[config.mk]
export PLATFORM = sky130hd
export DESIGN_NAME = bus_xfer_sequencer
export DESIGN_NICKNAME = d
export VERILOG_FILES = /design/src/rtl/bus_xfer_sequencer.sv
export SDC_FILE = /design/constraint.sdc
export NUM_CORES = 1
export LEC_CHECK = 0
export ABC_AREA = 1
export CORE_MARGIN = 8
export CORE_UTILIZATION = 41
export DETAILED_ROUTE_END_ITERATION = 12
export PLACE_DENSITY = 0.71
export SYNTH_ARGS = -nofsm -noshare
export SYNTH_HDL_FRONTEND = slang
export SYNTH_SLANG_ARGS = --single-unit
[constraint.sdc]
create_clock -name clk -period 2 [get_ports clk]
set_clock_uncertainty 0.05 [all_clocks]
set_input_delay 0.2 -clock clk [delete_from_list [all_inputs] [get_ports clk]]
set_output_delay 0.2 -clock clk [all_outputs]
set_load 0.005 [all_outputs]
[src/rtl/bus_xfer_sequencer.sv]
// Register bus-control initiator: turns one move request into ordered per-register
// active-low assert/load strobes. Define XFER_SEQ_GAP_EN to add a turnaround cycle inside OP_MAIN16.
module bus_xfer_sequencer #(
  parameter int unsigned NUM_REGS  = 8,
  parameter int unsigned IDX_W     = 3,
  parameter int unsigned ADDR_HOLD = 2
) (
  input  logic                clk,
  input  logic                reset,
  input  logic                req_valid,
  output logic                req_ready,
  input  logic [1:0]          req_op,
  input  logic [IDX_W-1:0]    req_src,
  input  logic [IDX_W-1:0]    req_dst,
  output logic                done,
  output logic                err,
  output logic [NUM_REGS-1:0] assert_addr_n,
  output logic [NUM_REGS-1:0] assert_xfer_n,
  output logic [NUM_REGS-1:0] load_xfer_n,
  output logic [NUM_REGS-1:0] assertlow_main_n,
  output logic [NUM_REGS-1:0] asserthigh_main_n,
  output logic [NUM_REGS-1:0] loadlow_main_n,
  output logic [NUM_REGS-1:0] loadhigh_main_n
);

  localparam int unsigned CNT_W = 4;

  localparam logic [1:0] OP_XFER16 = 2'd0;
  localparam logic [1:0] OP_MAIN16 = 2'd1;
  localparam logic [1:0] OP_ADDR   = 2'd2;

  localparam logic [2:0] S_IDLE    = 3'd0;
  localparam logic [2:0] S_XFER    = 3'd1;
  localparam logic [2:0] S_MAIN_LO = 3'd2;
  localparam logic [2:0] S_MAIN_HI = 3'd3;
  localparam logic [2:0] S_ADDR    = 3'd4;
`ifdef XFER_SEQ_GAP_EN
  localparam logic [2:0] S_GAP     = 3'd5;
`endif

  // Index limit widened by one bit so NUM_REGS == 2**IDX_W is representable.
  localparam logic [IDX_W:0] NUM_REGS_W = (IDX_W+1)'(NUM_REGS);

  logic [2:0]          state_q, state_d;
  logic [IDX_W-1:0]    src_q, src_d;
  logic [IDX_W-1:0]    dst_q, dst_d;
  logic [CNT_W-1:0]    cnt_q, cnt_d;
  logic                ready_q, ready_d;
  logic                done_q, done_d;
  logic                err_q, err_d;
  logic [NUM_REGS-1:0] assert_addr_q, assert_addr_d;
  logic [NUM_REGS-1:0] assert_xfer_q, assert_xfer_d;
  logic [NUM_REGS-1:0] load_xfer_q, load_xfer_d;
  logic [NUM_REGS-1:0] assertlow_q, assertlow_d;
  logic [NUM_REGS-1:0] asserthigh_q, asserthigh_d;
  logic [NUM_REGS-1:0] loadlow_q, loadlow_d;
  logic [NUM_REGS-1:0] loadhigh_q, loadhigh_d;
  logic                req_bad;

  assign req_bad = (req_op == 2'd3)
                || ({1'b0, req_src} >= NUM_REGS_W)
                || ((req_op != OP_ADDR) && ({1'b0, req_dst} >= NUM_REGS_W));

  // Next state, then strobes decoded from the next state so every output is a flop.
  always_comb begin
    state_d = state_q;
    src_d   = src_q;
    dst_d   = dst_q;
    cnt_d   = cnt_q;
    err_d   = 1'b0;

    case (state_q)
      S_IDLE: begin
        if (req_valid) begin
          if (req_bad) begin
            err_d = 1'b1;
          end else begin
            src_d = req_src;
            dst_d = req_dst;
            case (req_op)
              OP_XFER16: state_d = S_XFER;
              OP_MAIN16: state_d = S_MAIN_LO;
              default: begin
                state_d = S_ADDR;
                cnt_d   = CNT_W'(ADDR_HOLD - 1);
              end
            endcase
          end
        end
      end
      S_XFER:    state_d = S_IDLE;
`ifdef XFER_SEQ_GAP_EN
      S_MAIN_LO: state_d = S_GAP;
      S_GAP:     state_d = S_MAIN_HI;
`else
      S_MAIN_LO: state_d = S_MAIN_HI;
`endif
      S_MAIN_HI: state_d = S_IDLE;
      S_ADDR: begin
        if (cnt_q == '0) begin
          state_d = S_IDLE;
        end else begin
          cnt_d = cnt_q - CNT_W'(1);
        end
      end
      default:   state_d = S_IDLE;
    endcase

    ready_d = (state_d == S_IDLE);
    done_d  = (state_d == S_XFER) || (state_d == S_MAIN_HI)
           || ((state_d == S_ADDR) && (cnt_d == '0));

    for (int unsigned i = 0; i < NUM_REGS; i++) begin
      assert_addr_d[i] = !((state_d == S_ADDR)    && (src_d == IDX_W'(i)));
      assert_xfer_d[i] = !((state_d == S_XFER)    && (src_d == IDX_W'(i)));
      load_xfer_d[i]   = !((state_d == S_XFER)    && (dst_d == IDX_W'(i)));
      assertlow_d[i]   = !((state_d == S_MAIN_LO) && (src_d == IDX_W'(i)));
      loadlow_d[i]     = !((state_d == S_MAIN_LO) && (dst_d == IDX_W'(i)));
      asserthigh_d[i]  = !((state_d == S_MAIN_HI) && (src_d == IDX_W'(i)));
      loadhigh_d[i]    = !((state_d == S_MAIN_HI) && (dst_d == IDX_W'(i)));
    end
  end

  always_ff @(posedge clk or posedge reset) begin
    if (reset) begin
      state_q       <= S_IDLE;
      src_q         <= '0;
      dst_q         <= '0;
      cnt_q         <= '0;
      ready_q       <= 1'b1;
      done_q        <= 1'b0;
      err_q         <= 1'b0;
      assert_addr_q <= '1;
      assert_xfer_q <= '1;
      load_xfer_q   <= '1;
      assertlow_q   <= '1;
      asserthigh_q  <= '1;
      loadlow_q     <= '1;
      loadhigh_q    <= '1;
    end else begin
      state_q       <= state_d;
      src_q         <= src_d;
      dst_q         <= dst_d;
      cnt_q         <= cnt_d;
      ready_q       <= ready_d;
      done_q        <= done_d;
      err_q         <= err_d;
      assert_addr_q <= assert_addr_d;
      assert_xfer_q <= assert_xfer_d;
      load_xfer_q   <= load_xfer_d;
      assertlow_q   <= assertlow_d;
      asserthigh_q  <= asserthigh_d;
      loadlow_q     <= loadlow_d;
      loadhigh_q    <= loadhigh_d;
    end
  end

  assign req_ready         = ready_q;
  assign done              = done_q;
  assign err               = err_q;
  assign assert_addr_n     = assert_addr_q;
  assign assert_xfer_n     = assert_xfer_q;
  assign load_xfer_n       = load_xfer_q;
  assign assertlow_main_n  = assertlow_q;
  assign asserthigh_main_n = asserthigh_q;
  assign loadlow_main_n    = loadlow_q;
  assign loadhigh_main_n   = loadhigh_q;

endmodule
==> summary.txt <==
Status
  • Run status: finished clean

Floorplanning
  • I/O pin count: 70
  • Die Area: between 9000 and 10000 um^2
  • Die Width: 98.3 um
  • Core ar.: between 6000 and 7000 um^2
  • Row count: 30
  • Die boundary height: ~98 um
  • Initial Util: 0.416

STA
  • Setup repair after global routing missed its margin: false
  • Peak clock frequency supported by timing: 584 MHz
  • Period utilisation layout: 0.856
  • Final-layout setup total negative slack: 0 ns
  • Final slew viol count: 0
  • Slew at the pin closest to its max-slew limit: 0.358 ns
  • Number of failing hold endpoints at the final stage: 0
  • Final critical-path required period: about 1.7 ns
  • Setup Viol. Count Final: 0
  • Final hold slack: 0.201 ns
  • Normalized max-slew margin: 0.760

Clock tree
  • Buffer depth of the longest clock path: 2
  • CTS H-tree lvls: 3
  • Total clock sinks: slightly above 70
  • CTS hold repair buffers: 0
  • Setup bufs post-CTS: 0
  • CTS tree: built
  • Clock buffer count from CTS: 9
  • Clock latency reported for the late side of the worst-skew pair: roughly 0.33 ns
  • Clock-pin slew on the worst setup and hold paths: around 0.070 ns
  • CTS-repair resized insts: 0
  • Root Buffer: sky130_fd_sc_hd__clkbuf_8

Synthesis
  • Number of enable flip-flop cells after synthesis: 0
  • Mean cell area of the mapped netlist: between 10 and 15 um^2
  • Post-synthesis sequential area ratio: 0.674
  • Cell type with the largest total area after synthesis: sky130_fd_sc_hd__dfstp_2
  • Async S/R FF share, synth: 1.00
  • Leading post-synthesis cells by instance count: sky130_fd_sc_hd__nand3_1 (66), sky130_fd_sc_hd__dfstp_2 (57), sky130_fd_sc_hd__inv_1 (22)
  • Total standard cell area after synthesis: 2780 um^2
  • Count of cell types in the netlist: 25
  • Portion of synthesized cell area occupied by the leading cell type: 0.539
  • Number of instances in the synthesized netlist: 239
  • Count of synthesis-stage warnings from yosys: 0
  • Top area cells in the synthesized netlist: sky130_fd_sc_hd__dfstp_2 (54%), sky130_fd_sc_hd__dfrtp_1 (14%), sky130_fd_sc_hd__nand3_1 (12%)
  • Synth Flop Type: sky130_fd_sc_hd__dfstp_2
  • Total nets after synthesis: 251
  • Synthesized flop and latch total: a little over 70
  • Most numerous cell in the Yosys netlist: sky130_fd_sc_hd__nand3_1

Drt
  • Count of TritonRoute iterations in the first routing pass: 4
  • Remaining antenna violation count: 0
  • Total routed wirelength: 6220 um
  • Number of design-rule violations left by the first detailed-router iteration: 85
  • Final routed wire length divided by cell count: between 15 and 20 um
  • Via count of the routed design: around 2000
  • Remaining design rule violation count: 0
  • Via-to-Cell Ratio: 4.89

Placed design
  • Routability congestion estimate from global placement: 0.740
  • Hpwl dp: 4350 um
  • Number of buffer cells added on primary ports: slightly below 70

Pwr
  • Power density cells: 1280 nW/um^2
  • Leakage power figure: between 1.5 and 2 nW
  • Worst VDD drop: 0.000456 V

Global routing
  • Met3 track demand over resource: 0.0533
  • Antenna violations before repair: 0
  • Total global routing track utilization: 0.137
  • Global Route met1 Usage: 0.152
  • Vias in the first global route: 2012
  • Met2 Track Usage GR: 0.228
  • Wire length of the first global-routing pass: 10300 um
  • Pin count of the biggest net entering global routing: 73
  • Sum of overflow across all layers after global routing: 0
  • Most Crowded Layer GR: met2

Critical path
  • Family of cells with the greatest summed delay on the critical path: simple AND/OR/NAND/NOR gates
  • Slowest Stage Delay on Critical Path: 0.44 ns
  • Arrival time reported for the critical path endpoint: 1.91 ns
  • Start-to-end type of the worst setup path: reg2reg
  • Most common cell on crit path: sky130_fd_sc_hd__nor2_4
  • Slowest stage cell, crit path: sky130_fd_sc_hd__dfrtp_1
  • Crit path capture type: flop
  • Ordered list of cells on the worst path: nor2_4 > nand2_4 > nor2_8 > nand2_2 > o21ai_4 > inv_2 > nor2_4 > nand3_1
  • Worst path bufs/invs: 1
  • Worst Path Required: 2.20 ns
  • Critical path launch point type: flop
  • CP Max Fanout: 12

Layout
  • Final core utilization: 0.566
  • Antenna cells: 0
  • Area added between synthesis and finish: 36.1%
  • Fraction of layout cells with a size suffix above 1: 0.334
  • Count of nets after finishing: between 300 and 400

Job
  • Max-cap violations: 0

Min path
  • Worst hold path class: in2async
cells in the final DEF (no fill, tap or decap):
master	synthesis	layout
sky130_fd_sc_hd__bufinv_16	0	1
sky130_fd_sc_hd__buf_4	1	7
sky130_fd_sc_hd__nand3_1	66	66
sky130_fd_sc_hd__nor2_4	7	7
sky130_fd_sc_hd__nor3_1	3	2
sky130_fd_sc_hd__dfrtp_1	15	15
sky130_fd_sc_hd__clkdlybuf4s50_1	0	69
sky130_fd_sc_hd__clkinv_2	0	2
sky130_fd_sc_hd__nand4_1	2	2
sky130_fd_sc_hd__nand2_2	4	4
sky130_fd_sc_hd__a21oi_1	1	1
sky130_fd_sc_hd__o21ai_2	3	3
sky130_fd_sc_hd__inv_4	1	1
sky130_fd_sc_hd__nor3_2	0	1
sky130_fd_sc_hd__clkinv_4	0	1
sky130_fd_sc_hd__nor2_2	1	1
sky130_fd_sc_hd__nor2_8	1	1
sky130_fd_sc_hd__nor2_1	13	13
sky130_fd_sc_hd__clkbuf_1	1	1
sky130_fd_sc_hd__dfstp_2	57	57
sky130_fd_sc_hd__buf_12	0	1
sky130_fd_sc_hd__inv_2	5	6
sky130_fd_sc_hd__clkbuf_8	0	10
sky130_fd_sc_hd__clkinvlp_4	0	1
sky130_fd_sc_hd__inv_1	22	21
sky130_fd_sc_hd__nand2_1	21	21
sky130_fd_sc_hd__o21ai_0	3	3
sky130_fd_sc_hd__ha_1	1	1
sky130_fd_sc_hd__nand2_4	1	1
sky130_fd_sc_hd__o21ai_4	3	3
worst paths after layout:
check,start,end,slack (ns),cells after the start
min in group clk,cnt_q[0]$_DFF_PP0_,cnt_q[0]$_DFF_PP0_,0.47,2
worst min register to register,cnt_q[0]$_DFF_PP0_,cnt_q[0]$_DFF_PP0_,0.47,2
worst max-delay path,state_q[2]$_DFF_PP0_,assert_xfer_n[3]$_DFF_PP1_,0.29,8
worst min-delay path,reset,done$_DFF_PP0_,0.20,3
max in group asynchronous,reset,assertlow_main_n[1]$_DFF_PP1_,1.35,3
worst max register to register,state_q[2]$_DFF_PP0_,assert_xfer_n[3]$_DFF_PP1_,0.29,8
area by class of cell:
| type | instances | area (um^2) |
|---|---|---|
| inverter | 28 | 108 |
| fill | 568 | 2900 |
| multi-input combinational | 130 | 739 |
| timing repair buffer | 77 | 763 |
| tap | 80 | 100 |
| sequential | 72 | 1870 |
| clock buffer | 11 | 141 |
| clock inverter | 5 | 56.3 |
sequential cells by signal (all words and copies together), names as in the netlist:
register and flops:
done 1, assert_xfer_n 8, load_xfer_n 8, assert_addr_n 8, src_q 3, asserthigh_main_n 8, loadlow_main_n 8, dst_q 3
err 1, assertlow_main_n 8, state_q 3, cnt_q 4, loadhigh_main_n 8, req_ready 1
where the power goes:
group | total [W] | switching [W] | internal, W
logic | 0.00179 | 0.00113 | 0.000660
clock network | 0.00111 | 0.000506 | 0.000608
registers | 0.00195 | 0.000136 | 0.00182
total | 0.00486 | 0.00177 | 0.00308
worst reg2reg max path, stage by stage (launching register included):
cell                      delay [ns]
sky130_fd_sc_hd__dfrtp_1        0.44
sky130_fd_sc_hd__nor2_4         0.17
sky130_fd_sc_hd__nand2_4        0.09
sky130_fd_sc_hd__nor2_8         0.25
sky130_fd_sc_hd__nand2_2        0.10
sky130_fd_sc_hd__o21ai_4        0.12
sky130_fd_sc_hd__inv_2          0.10
sky130_fd_sc_hd__nor2_4         0.20
sky130_fd_sc_hd__nand3_1        0.12
stage by stage:
stage / area [um^2] / worst slack, ns / total power (W) / std cells
after detailed placement: 3580 / 0.0602 / 0.00377 / 387
after CTS: 3780 / 0.271 / 0.00491 / 403
after global routing: 3780 / 0.167 / 0.00516 / 403
after global placement: 3580 / 0.0871 / 0.00373 / 387
final: 3780 / 0.287 / 0.00486 / 403
after floorplan: 2780 / 0.0194 / 0.00314 / 239
per-layer routing:
metal / share of wire / routed length (um)
met3: 0.084 / 521
met4: 0.011 / 67
met1: 0.41 / 2550
met2: 0.50 / 3080
met5: 0 / 0
cell families after synthesis:
family | count (synthesis) | synth area share
fa+ha+maj | 1 | 0.00450
buf+inv | 37 | 0.0613
simple gates | 119 | 0.226
flops | 72 | 0.674
compound gates | 10 | 0.0342
(Power assumes the default switching activity.)
